File: src/rtl/clk_monitor_pkg.sv
// Shared types and helpers for the PLL clock monitor.
// State encoding, error counter width and the tolerance check.
package clk_monitor_pkg;

  typedef enum logic [1:0] {
    SYNC,
    MEASURE,
    LOST
  } mon_state_e;

  localparam int ERR_W = 8;

  // Lower bound clamps at zero; 32 bits keeps exp_v + tol from wrapping.
  function automatic logic in_window(
    input logic [31:0] val,
    input logic [31:0] exp_v,
    input logic [31:0] tol
  );
    logic [31:0] lo;
    lo = (exp_v >= tol) ? exp_v - tol : '0;
    return (val >= lo) && (val <= exp_v + tol);
  endfunction

endpackage

File: src/rtl/ref_edge_sync.sv
// Two-flop synchroniser for the crystal reference plus a registered
// rising-edge pulse (three clk cycles from async_in rise to edge_pulse).
module ref_edge_sync (
  input  logic clk,
  input  logic rst_n,
  input  logic async_in,
  output logic edge_pulse
);

  logic [2:0] sync_q;

  always_ff @(posedge clk or negedge rst_n) begin
    if (!rst_n) begin
      sync_q     <= '0;
      edge_pulse <= 1'b0;
    end else begin
      sync_q     <= {sync_q[1:0], async_in};
      edge_pulse <= sync_q[1] & ~sync_q[2];
    end
  end

endmodule

File: src/rtl/clk_monitor.sv
// Qualifies the PLL clock against the crystal reference and sequences sys_rst.
// Define CLK_MONITOR_ERR_CNT_EN to build the saturating bad-window counter.
module clk_monitor
  import clk_monitor_pkg::*;
#(
  parameter int CNT_W        = 16,
  parameter int REF_PERIODS  = 16,
  parameter int EXP_COUNT    = 250,
  parameter int TOL          = 4,
  parameter int GOOD_WINDOWS = 4,
  parameter int TIMEOUT      = 1024
) (
  input  logic             clk,
  input  logic             rst_n,
  input  logic             ref_in,
  output logic [CNT_W-1:0] meas_count,
  output logic             meas_valid,
  output logic             freq_ok,
  output logic             ref_lost,
  output logic             sys_rst,
  output logic [ERR_W-1:0] err_count
);

  localparam int EDGE_W = $clog2(REF_PERIODS + 1);
  localparam int WD_W   = $clog2(TIMEOUT + 1);
  localparam int GR_W   = $clog2(GOOD_WINDOWS + 1);
  localparam logic [CNT_W-1:0] CNT_MAX = '1;

  mon_state_e        state_q;
  mon_state_e        state_d;
  logic              ref_edge;
  logic [CNT_W-1:0]  win_q;
  logic [EDGE_W-1:0] edge_q;
  logic [WD_W-1:0]   wd_q;
  logic [GR_W-1:0]   good_q;
  logic              meas_sat_q;
  logic              wd_expire;
  logic              win_close;
  logic              eval_good;

  ref_edge_sync u_sync (
    .clk       (clk),
    .rst_n     (rst_n),
    .async_in  (ref_in),
    .edge_pulse(ref_edge)
  );

  // A coincident reference edge always beats watchdog expiry.
  assign wd_expire = !ref_edge && (state_q != LOST)
                   && (wd_q == WD_W'(TIMEOUT - 1));
  assign win_close = ref_edge && (state_q == MEASURE)
                   && (edge_q == EDGE_W'(REF_PERIODS - 1));
  assign eval_good = in_window(32'(meas_count), EXP_COUNT, TOL)
                   && !meas_sat_q;

  always_ff @(posedge clk or negedge rst_n) begin
    if (!rst_n) state_q <= SYNC;
    else        state_q <= state_d;
  end

  always_comb begin
    state_d = state_q;
    unique case (state_q)
      SYNC, LOST: if (ref_edge) state_d = MEASURE;
      MEASURE:    state_d = MEASURE;
      default:    state_d = SYNC;
    endcase
    if (wd_expire) state_d = LOST;
  end

  // Counters include the edge cycle itself, so a window spans edge to edge.
  always_ff @(posedge clk or negedge rst_n) begin
    if (!rst_n) begin
      win_q      <= '0;
      edge_q     <= '0;
      wd_q       <= '0;
      meas_count <= '0;
      meas_sat_q <= 1'b0;
      meas_valid <= 1'b0;
    end else begin
      meas_valid <= win_close;
      if (ref_edge)
        wd_q <= WD_W'(1);
      else if (wd_q != WD_W'(TIMEOUT - 1))
        wd_q <= wd_q + 1'b1;
      if (ref_edge && (state_q != MEASURE)) begin
        win_q  <= CNT_W'(1);
        edge_q <= '0;
      end else if (win_close) begin
        meas_count <= win_q;
        meas_sat_q <= (win_q == CNT_MAX);
        win_q      <= CNT_W'(1);
        edge_q     <= '0;
      end else if (state_q == MEASURE) begin
        if (win_q != CNT_MAX) win_q <= win_q + 1'b1;
        if (ref_edge)         edge_q <= edge_q + 1'b1;
      end
    end
  end

  always_ff @(posedge clk or negedge rst_n) begin
    if (!rst_n) begin
      freq_ok  <= 1'b0;
      ref_lost <= 1'b0;
      sys_rst  <= 1'b1;
      good_q   <= '0;
    end else begin
      if (wd_expire)     ref_lost <= 1'b1;
      else if (ref_edge) ref_lost <= 1'b0;
      if (wd_expire) begin
        freq_ok <= 1'b0;
        sys_rst <= 1'b1;
        good_q  <= '0;
      end else if (meas_valid) begin
        freq_ok <= eval_good;
        if (eval_good) begin
          if (good_q != GR_W'(GOOD_WINDOWS))
            good_q <= good_q + 1'b1;
          if (good_q >= GR_W'(GOOD_WINDOWS - 1))
            sys_rst <= 1'b0;
        end else begin
          good_q  <= '0;
          sys_rst <= 1'b1;
        end
      end
    end
  end

`ifdef CLK_MONITOR_ERR_CNT_EN
  logic [ERR_W-1:0] err_q;

  always_ff @(posedge clk or negedge rst_n) begin
    if (!rst_n)
      err_q <= '0;
    else if ((wd_expire || (meas_valid && !eval_good))
             && (err_q != '1))
      err_q <= err_q + 1'b1;
  end

  assign err_count = err_q;
`else
  assign err_count = '0;
`endif

endmodule

File: config.mk
export PLATFORM = sky130hd
export DESIGN_NAME = clk_monitor
export DESIGN_NICKNAME = d
export VERILOG_FILES = /design/src/rtl/clk_monitor_pkg.sv /design/src/rtl/ref_edge_sync.sv /design/src/rtl/clk_monitor.sv
export SDC_FILE = /design/constraint.sdc
export NUM_CORES = 1
export LEC_CHECK = 0
export ABC_AREA = 1
export ABC_CLOCK_PERIOD_IN_PS = 3500
export CORE_UTILIZATION = 40
export CTS_CLUSTER_DIAMETER = 50
export DETAILED_ROUTE_END_ITERATION = 16
export PLACE_DENSITY_LB_ADDON = 0.25
export SYNTH_ARGS = -nofsm -noshare
export SYNTH_HDL_FRONTEND = slang
export SYNTH_SLANG_ARGS = --single-unit
File: constraint.sdc
create_clock -name clk -period 3.5 [get_ports clk]
set_input_delay 0.7 -clock clk [delete_from_list [all_inputs] [get_ports clk]]
set_output_delay 0.7 -clock clk [all_outputs]
set_load 0.03 [all_outputs]
Yosys cells after proc, flatten, opt, wreduce, memory -nomap -nowiden
Index checks and enable logic that the tools add are counted.
- div/mod/pow operators: 0
- reduce and logical (&&, ||, !) cells: 22
- bitwise operators: 3
- add/sub/neg operators: 4
- equality and inequality tests: 13
- $mul: 0
- magnitude comparators: 3
- shifts and indexed selects: 0
- mux-type cells: 25
- operator list (kind ; number):
    16-bit two-way mux ; 4
    11-bit two-way mux ; 2
    5-bit two-way mux ; 4
    16-bit by 1-bit adder with 16-bit output, second input constant ; 1
    16-bit equality test, second input constant ; 1
    16-bit by 8-bit greater-or-equal comparator with 1-bit output, second input constant ; 1
    16-bit by 8-bit less-or-equal comparator with 1-bit output, second input constant ; 1
    16-bit inequality test, second input constant ; 1
    3-bit two-way mux ; 4
    11-bit by 1-bit adder with 11-bit output, second input constant ; 1
    11-bit by 10-bit equality test with 1-bit output, second input constant ; 1
    11-bit by 10-bit inequality test with 1-bit output, second input constant ; 1
    2-bit AND reduction ; 5
    3-bit by 2-bit inequality test with 1-bit output, second input constant ; 3
    3-bit nonzero test ; 3
    1-bit two-way mux ; 8
    1-bit logical AND ; 7
    2-bit nonzero test ; 3
    5-bit by 1-bit adder with 5-bit output, second input constant ; 1
    5-bit by 4-bit equality test with 1-bit output, second input constant ; 1
    2-bit two-way mux ; 2
    2-bit one-hot mux with 2 select lines ; 1
    3-bit by 1-bit adder with 3-bit output, second input constant ; 1
    3-bit by 2-bit greater-or-equal comparator with 1-bit output, second input constant ; 1
    10 further kinds ; 12
- memories kept: 0
- RAM bits: 0
- bits of input ports: 3
- output and inout port bits: 28
- latch bits: 0
- flip-flop bits (word level): 62
- memory bits (read-only): 0

Depth between registers and ports, before layout
- depth in word-level cells: 6
- mapped depth: 12
- depth with buffers taken out: 11

By module
Synthesis repeated with hierarchy kept, for this count alone.
- cells, all modules: 402
- area, all modules: 3205.6 um^2
- by module, submodules not included (module ; cells each ; instances ; area each (um^2) ; seq. area each (um^2)):
    clk_monitor ; 396 ; 1 ; 3095.5 ; 1452.6
    ref_edge_sync ; 6 ; 1 ; 110.1 ; 100.1

Worst setup path after synthesis
OpenSTA, ideal clock, no wires.
- path kind: reg2reg
- start point: reg win_q[0]
- end point: reg win_q[11]
- slack: 1912 ps
- period minus slack after synthesis: 1588 ps
- arrival time: 1513 ps
- stages on the path, launching flop included: 12
- buffers on the path: 2
- path through: dfrtp_1 -> ha_1 -> nand2_2 -> nor2_4 -> nand2_2 -> nor2_2 -> nand2_2 -> nand2_2 -> buf_6 -> buf_12 -> nand2_2 -> o21ai_2
- longest elaborated chain between the ends: 5
- elaborated cells on any way between the ends: 8
- ends and longest elaborated chain (item ; line ; RTL):
    start, declared ; clk_monitor.sv:32 ; logic [CNT_W-1:0] win_q;
    start signal, assigned ; clk_monitor.sv:95 ; if (win_q != CNT_MAX) win_q <= win_q + 1'b1;
    16-bit by 1-bit adder with 16-bit output ; clk_monitor.sv:95 ;
    16-bit two-way mux ; clk_monitor.sv:95 ;
    16-bit two-way mux ; clk_monitor.sv:94 ; end else if (state_q == MEASURE) begin
    16-bit two-way mux ; clk_monitor.sv:89 ; end else if (win_close) begin
    16-bit two-way mux ; clk_monitor.sv:86 ; if (ref_edge && (state_q != MEASURE)) begin
Several ways; a longest one is shown, not always the timed one. The select of a mux whose other input is x is not followed.
A chain may end at the register's enable or synchronous reset.

Final worst setup path
- start point: reg sys_rst
- end point: out sys_rst
- RTL lines (item ; line ; RTL):
    start, declared ; clk_monitor.sv:20 ; output logic sys_rst,
    start signal, assigned ; clk_monitor.sv:105 ; sys_rst <= 1'b1;
    start signal, assigned ; clk_monitor.sv:112 ; sys_rst <= 1'b1;
    start signal, assigned ; clk_monitor.sv:120 ; sys_rst <= 1'b0;
No word-level cell between the ends.

==> flow_summary.toml <==
[global_route]
grt.total_usage = 0.174
grt_first_pass_wirelength_um = 11800
grt_overflow_total = 0
grt_max_degree = 41
grt_antenna_before_repair = 0
grt_pass1_vias = 2524

[cts]
postCtsResizedCells = 0
worstSkewPairLatency_ps = 340
cts_inserted_buffers = 9
clock_sinks = 62
cts_hold_buf = 0
cts_buffer_depth = 2
post_cts_buffers = 0
clockRootBuffer = "clkbuf_8"
h-tree-depth = 3
clk_pin_slew_worst_paths_ps = 70
tritoncts = "yes"

[power_and_ir_drop]
p_total_mw = 1.92
peakVddDrop_uv = 211
powerDensity_nw_per_um2 = 515
p_leak_nw = 1.74

[sta]
finalClockSkew_ps = 7.47
whs_ps = 312
timing.fmax_mhz = 446
maxSlewViolCount = 0
fin_ws_ps = 1260
slew_headroom = 0.331
final.setup.tns_ps = 0
finalHoldViolCount = 0
setup_viol = 0
fin_crit_sh = 0.641
rsz0062_at_grt = "false"
tightest_slew_ps = 1000
min_period_ps = 2240

[synth]
synth_edf_count = 0
synth_cell_types = 32
synth_area_um2 = 3300
yosys.area.top_type = "dfrtp_1"
synth_warnings = 0
yosys-top-cells-area = "dfrtp_1 46%, nand2_1 10%, inv_1 5.5%, o21ai_0 4.9%, nor2_1 4.7%"
ys_seq_area_frac = 0.470
synth_top_area_share = 0.462
ys_ff_latch = 62
syn_area_per_cell_um2 = 8.07
syn_inst = 409
async_reset_ff_frac = 1.00
ys.flop_type = "dfrtp_1"

[place]
port-buffer-count = 22
dp.cells = 522
place_congestion = 0.863
post-place-ws_ps = 1310
placed_area_um2 = 3540
hpwlAfterDp_um = 4760

[drt]
wirelength_um = 6640
firstDrtPassIters = 5
dr.first_iter.drc_count = 151
postRouteAntennaNets = 0
via_count = 2642
drcViolationCount = 0
routed_via_density = 4.91
wire_per_inst_um = 12.3

[finish]
drive_gt1_frac = 0.122
finish.utilization = 0.474
final_area_um2 = 3720
syn_to_final_growth_pct = 12.7
fill_cells = 772
finalNetCount = 440
n_antenna_cell = 0
final-instance-count-excl-fill = 538

[critical_path]
cp_cell_sequence = "clkdlybuf4s50_1"
cpLargestDelayFamily = "buffers and inverters"
critPathArrivalTime_ps = 1540
path_buf_inv = 1
cpPeakStageDelay_ps = 670
cpMaxStageDelayCell = "clkdlybuf4s50_1"
startpoint_type = "register"
critical_path_class = "register to output pin"
critPathMaxFanout = 2
cp.required_ps = 2800
critPathCaptureType = "output pin"

[die]
initial_core_util = 0.421
die_w_um = 92.9
dieArea_um2 = 8620
die_y_um = 92.9
rows = 32
coreArea_um2 = 7850
ios = 31

[outcome]
run_status = "complete, no violations"

[run]
timing.max_cap.violations = 0

[hold_path]
hold_path_class = "input port to asynchronous set/reset pin"
[state kept, by name, indices dropped and copies added (netlist names), 2 cells and up]
| register | cells |
|---|---|
| wd_q | 11 |
| win_q | 16 |
| edge_q | 5 |
| u_sync.sync_q | 3 |
| state_q | 2 |
| good_q | 3 |
| meas_count | 16 |
[layout by cell type, fill, tap and decap left out, types with 2 or more instances in the layout]
| cell type | n |
|---|---|
| clkdlybuf4s50_1 | 21 |
| inv_2 | 4 |
| dfrtp_1 | 61 |
| clkbuf_8 | 9 |
| nand4_1 | 16 |
| ha_1 | 6 |
| a31oi_1 | 3 |
| nand2_1 | 88 |
| nand3_1 | 29 |
| a21oi_1 | 9 |
| o21ai_0 | 32 |
| nor3_1 | 5 |
| conb_1 | 8 |
| nor2_4 | 5 |
| clkinv_2 | 2 |
| nand2_2 | 13 |
| o21ai_2 | 8 |
| inv_1 | 48 |
| o21ai_1 | 6 |
| nor2_2 | 3 |
| clkbuf_1 | 3 |
| nor2_1 | 41 |
| xor2_1 | 4 |
[layout make-up]
cell class,instances,area [um^2],share of cell area
timing repair buffer,23,223,0.0599
clock buffer,12,135,0.0363
clock inverter,4,47.5,0.0128
tap,102,128,0.0343
multi-input combinational,283,1440,0.387
inverter,52,195,0.0525
sequential,62,1550,0.417
[power by group]
part	total [mW]	leakage, nW	switching (mW)	internal, mW
registers	0.923	0.827	0.103	0.820
clock network	0.602	0.0904	0.274	0.327
logic	0.391	0.821	0.244	0.147
[logic make-up (layout without fill, tap and decap cells)]
group,after synthesis,after routing,share of synthesized area
compound gates,61,61,0.106
xor+xnor,4,4,0.0106
fa+ha+maj,6,6,0.0227
buf+inv,71,91,0.102
flops,62,62,0.470
other cells,1,8,0.00114
simple gates,204,204,0.288
[cells in the mapped netlist (all sizes together) (3+ instances only)]
cell type and n:
a21oi 9, buf 14, a31oi 3, o21ai 46, nand3 30, xor2 4
ha 6, nand4 17, nor2 49, clkbuf 5, inv 52, dfrtp 61
nand2 101, nor3 6
[layer usage]
layer	routed length [um]	vias up	global-route usage
met5	0	-	0
met4	104	0	0.0692
met3	297	8	0.0369
met2	2890	55	0.253
met1	3350	1223	0.251
li1	-	1356	-
[worst paths after layout]
check / startpoint / end / slack [ps] / depth (start not counted)
max in group asynchronous: rst_n / win_q[12] / 2280 / 2
min in group clk: u_sync.sync_q[0] / u_sync.sync_q[1] / 350 / 0
worst min-delay path: rst_n / good_q[1] / 310 / 1
worst min register to register: u_sync.sync_q[0] / u_sync.sync_q[1] / 350 / 0
worst max register to register: u_sync.edge_pulse / win_q[13] / 1320 / 9
worst max-delay path: sys_rst / sys_rst / 1260 / 1
No activity file was read; power rests on OpenSTA's default activity.
